**src/rtl/program_counter.sv**
```systemverilog
// Program counter with RUN/HALT control.
// The PC can be reset, loaded from the data bus, incremented, or held.
// A wrap pulse marks an increment from all-ones back to zero.
// Halt freezes the PC until resume.
module program_counter #(
  parameter int unsigned WIDTH = 8
) (
  input  logic             clk,
  input  logic             rst,
  input  logic             inc,
  input  logic             load,
  input  logic [WIDTH-1:0] din,
  input  logic             oe,
  input  logic             hlt,
  input  logic             resume,
  output logic [WIDTH-1:0] pc,
  output logic [WIDTH-1:0] bus_out,
  output logic             wrap,
  output logic             halted
);

  typedef enum logic {
    RUN  = 1'b0,
    HALT = 1'b1
  } state_t;

  state_t           r_state;
  state_t           w_state_nxt;
  logic [WIDTH-1:0] r_pc;
  logic [WIDTH-1:0] w_pc_nxt;
  logic             r_wrap;
  logic             w_wrap_nxt;

  // Next-state, next-PC and wrap decode; in RUN the priority is hlt > load > inc > hold.
  always_comb begin
    w_state_nxt = r_state;
    w_pc_nxt    = r_pc;
    w_wrap_nxt  = 1'b0;
    unique case (r_state)
      RUN: begin
        if (hlt) begin
          w_state_nxt = HALT;
        end else if (load) begin
          w_pc_nxt = din;
        end else if (inc) begin
          w_pc_nxt   = r_pc + 1'b1;
          w_wrap_nxt = &r_pc;
        end
      end
      HALT: begin
        // While halted, only resume is honoured, and it does not move the PC.
        if (resume) begin
          w_state_nxt = RUN;
        end
      end
      default: begin
        w_state_nxt = RUN;
      end
    endcase
  end

  // State, PC and wrap registers; synchronous reset overrides every other input.
  always_ff @(posedge clk) begin
    if (rst) begin
      r_state <= RUN;
      r_pc    <= '0;
      r_wrap  <= 1'b0;
    end else begin
      r_state <= w_state_nxt;
      r_pc    <= w_pc_nxt;
      r_wrap  <= w_wrap_nxt;
    end
  end

  // Output assignments; the bus is gated by oe and driven only from registered pc.
  always_comb begin
    pc      = r_pc;
    wrap    = r_wrap;
    halted  = (r_state == HALT);
    bus_out = oe ? r_pc : '0;
  end

endmodule

```
**config.mk**
```make
export PLATFORM = sky130hd
export DESIGN_NAME = program_counter
export DESIGN_NICKNAME = d
export VERILOG_FILES = /design/src/rtl/program_counter.sv
export SDC_FILE = /design/constraint.sdc
export NUM_CORES = 1
export LEC_CHECK = 0
export ABC_AREA = 1
export CAP_MARGIN = 20
export CELL_PAD_IN_SITES_DETAIL_PLACEMENT = 1
export CELL_PAD_IN_SITES_GLOBAL_PLACEMENT = 2
export CORE_AREA = 3 3 53 91
export CTS_CLUSTER_SIZE = 16
export DETAILED_ROUTE_END_ITERATION = 10
export DIE_AREA = 0 0 56 94
export PLACE_DENSITY_LB_ADDON = 0.12
export SETUP_SLACK_MARGIN = 0.2
export SYNTH_ARGS = -nofsm -noshare
export SYNTH_HDL_FRONTEND = slang
export SYNTH_SLANG_ARGS = --single-unit
export TNS_END_PERCENT = 100
```
**constraint.sdc**
```tcl
create_clock -name clk -period 1.2 [get_ports clk]
set_clock_uncertainty 0.15 [all_clocks]
set_input_delay 0.12 -clock clk [delete_from_list [all_inputs] [get_ports clk]]
set_output_delay 0.12 -clock clk [all_outputs]
set_load 0.01 [all_outputs]
```
==> metrics.md <==
| Metric | Value |
|---|---|
| Status | `finished with violations` |
| Failing checks | `negative setup slack` |
| Max_cap viols | `0` |
| DRC errors left | `0` |
| First drt pass iteration count | `4` |
| Core box area | `4190 um2` |
| Via-to-Cell Ratio | `4.25` |
| Post-synth top area share | `0.286` |
| Top post-synthesis cells by area | `dfxtp_1, nand2_1, inv_1` |
| P per Cell Area | `752 nW/um2` |
| Slew margin rel. | `0.829` |
| Initial antenna violation count | `0` |
| Synth-to-Final Area Change | `124%` |
| Crit path kind | `reg2reg` |
| Reg-to-reg endpoint | `pc[6]` |
| Post-layout minimum cycle time | `1.22 ns` |
| Via Count | `964` |
| WL/cell | `13.3 um` |
| Multiplexer area fraction after synthesis | `0` |
| Clock Path Buffers | `2` |
| Largest net degree at the start of global routing | `9` |
| Slew @ Worst Pin | `0.255 ns` |
| Setup slack after layout | `-0.0181 ns` |
| Hold Path Class | `in2reg` |
| Yosys warning total | `0` |
| Critical Path Start | `pc[1]` |
| Gr ovfl total | `0` |
| Critical path endpoint category | `register` |
| Layout net count | `195` |
| Slew Viols, Final | `0` |
| Number of port buffers | `32` |
| GRT Total Usage | `0.117` |
| Largest family of logic cells by synthesized area | `simple AND/OR/NAND/NOR gates` |
| Switching portion of total power | `0.302` |
| Leading area contributor after synthesis | `dfxtp_1` |
| Vias in the first global route | `1019` |
| Worst-Skew Late Latency | `0.24 ns` |
| Clock root cell | `clkbuf_8` |
| Clock sinks | `10` |
| Hold_sp | `inc` |
| Pint | `0.000822 W` |
| Dpl hpwl | `2250 um` |
| Initial Util | `0.167` |
| Fillcell total | `526` |
| CTS tree | `done` |
| Final Cycle Share | `1.02` |
| Num CTS Buffers | `3` |
| Worst r2r src | `pc[1]` |
| Layout cells sized above 1 | `0.596` |
| Sequential-to-total area share from yosys stat | `0.286` |
| Post-synthesis compound-gate area fraction | `0.152` |
| Net switching power figure | `0.000356 W` |
| Finish-stage setup viols | `5` |
| Num ports | `33` |
| Final Hold Viols | `0` |
| Number of distinct library cells after synthesis | `23` |
| Post-Syn Nets | `126` |
| FMAX | `821 MHz` |
| Routed Antenna Nets | `0` |
| RSZ-0062 raised after global routing | `yes` |
| Rows | `31` |
| Crit path max fanout | `4` |
| DRT iter0 DRCs | `10` |
| Seq pwr share | `0.325` |
| Mapped cell area | `699 um2` |
| Most frequent cells in the layout | `nand2_1, buf_6, buf_4` |
| Crit path capture | `pc[6]` |
| H-tree depth | `1` |
| Hold Slack | `0.235 ns` |
| Die area | `5260 um2` |
| Chip width | `56 um` |
| Xor-xnor portion of the synthesized cell area | `0` |
| Reg2Reg Depth | `6` |
| Clock share of power | `0.323` |
| Synthesis-stage register bit count | `10` |
| Worst path required time | `1.18 ns` |
| Adder-Cell Fraction of Synth Area | `0.0179` |
| Startpoint types | `register` |
| GPL Wtd Cong | `0.765` |
| Die Height | `94 um` |
| Simple-gate share of the synthesized area | `0.411` |
| Inserted Diodes | `0` |
| Cells after Synth | `110` |
| Final WL | `3020 um` |
| Power Total | `0.00118 W` |
| Combinational power share | `0.352` |
| Leakage power | `0.765 nW` |
| Commonest non-fill, non-tap cell in the layout | `nand2_1` |
| Syn Area/Cell | `6.36 um2` |
| First-pass GRT wire length | `4760 um` |
| Worst Path Arrival | `1.20 ns` |
| Flop2flop setup slack | `-0.02 ns` |
| Clk pin slew, worst setup/hold paths | `0.05 ns` |
| VDD IR max | `0.000395 V` |
critical path, stage by stage, from the launching register on:
cell	delay [ns]
dfxtp_4	0.37
ha_4	0.17
nand2_4	0.05
nor2_4	0.13
nand2_2	0.07
a21oi_2	0.11
nor2_1	0.05
power by group through the flow:
stage / clock network [W] / registers (W) / logic [W]
2_1_floorplan: 0 / 0.000398 / 0.000117
3_3_place_gp: 0 / 0.000391 / 0.000318
3_5_place_dp: 0 / 0.000393 / 0.000321
4_1_cts: 0.000397 / 0.000382 / 0.000344
5_1_grt: 0.000418 / 0.000387 / 0.000451
6_report: 0.000380 / 0.000383 / 0.000415
layer usage:
metal,up-vias,GRT usage,routed length [um]
met5,-,0,0
met2,22,0.243,1840
met3,5,0.0165,108
met4,0,0.0535,53
li1,482,-,-
met1,455,0.107,1020
cells in the mapped netlist:
master / number
nand2_1: 33
inv_1: 14
nor2_1: 11
dfxtp_1: 10
nand3_1: 9
a21oi_1: 7
o21ai_1: 4
nor2_4: 3
buf_6: 2
inv_2: 2
nand2_2: 2
or2_1: 2
a211oi_1: 1
clkbuf_1: 1
ha_1: 1
inv_4: 1
nor2_2: 1
nor4_1: 1
o211a_1: 1
o211ai_2: 1
o21ai_0: 1
o21ai_4: 1
or2_2: 1
worst min path at each step:
| stage | to | depth (start not counted) |
|---|---|---|
| 2_1_floorplan | pc[3] | 1 |
| 3_3_place_gp | halted | 1 |
| 5_1_grt | wrap | 3 |
| 6_report | wrap | 3 |
| 3_5_place_dp | halted | 1 |
| 4_1_cts | wrap | 3 |
timing repair:
| action | 4_1_cts | 5_1_grt |
|---|---|---|
| cloned | 0 | 0 |
| endpoints found under the setup margin | 27 | 26 |
| endpoints found under the hold margin | 0 | 0 |
| gates resized for setup | 91 | 43 |
| setup buffers | 6 | 9 |
| hold buffers | 0 | 0 |
| pin swaps | 10 | 10 |
cell families after synthesis:
kind of cell    after synthesis
flops                        10
buf+inv                      20
simple gates                 63
compound gates               16
fa+ha+maj                     1
stage by stage:
step	TNS (ns)	setup WS, ns	utilization	area, um2	instances
floorplan	0	0.0155	-	741	110
global placement	-6.93	-0.461	0.300	1260	208
detailed placement	-7.08	-0.488	0.300	1260	208
CTS	-0.167	-0.0453	0.326	1370	218
global route	-0.618	-0.0888	0.374	1570	227
finish	-0.0596	-0.0181	0.374	1570	227
flip-flops by register name, summed over array words and instances, names as in the netlist:
signal  flops
halted      1
wrap        1
pc          8
layout make-up:
type,instances,area (um2),area share
clock buffer,4,45.0,0.0287
inverter,17,66.3,0.0423
multi-input combinational,80,538,0.343
sequential,10,225,0.144
tap,49,61.3,0.0391
timing repair buffer,67,632,0.403
No activity file was read; power rests on OpenSTA's default activity.
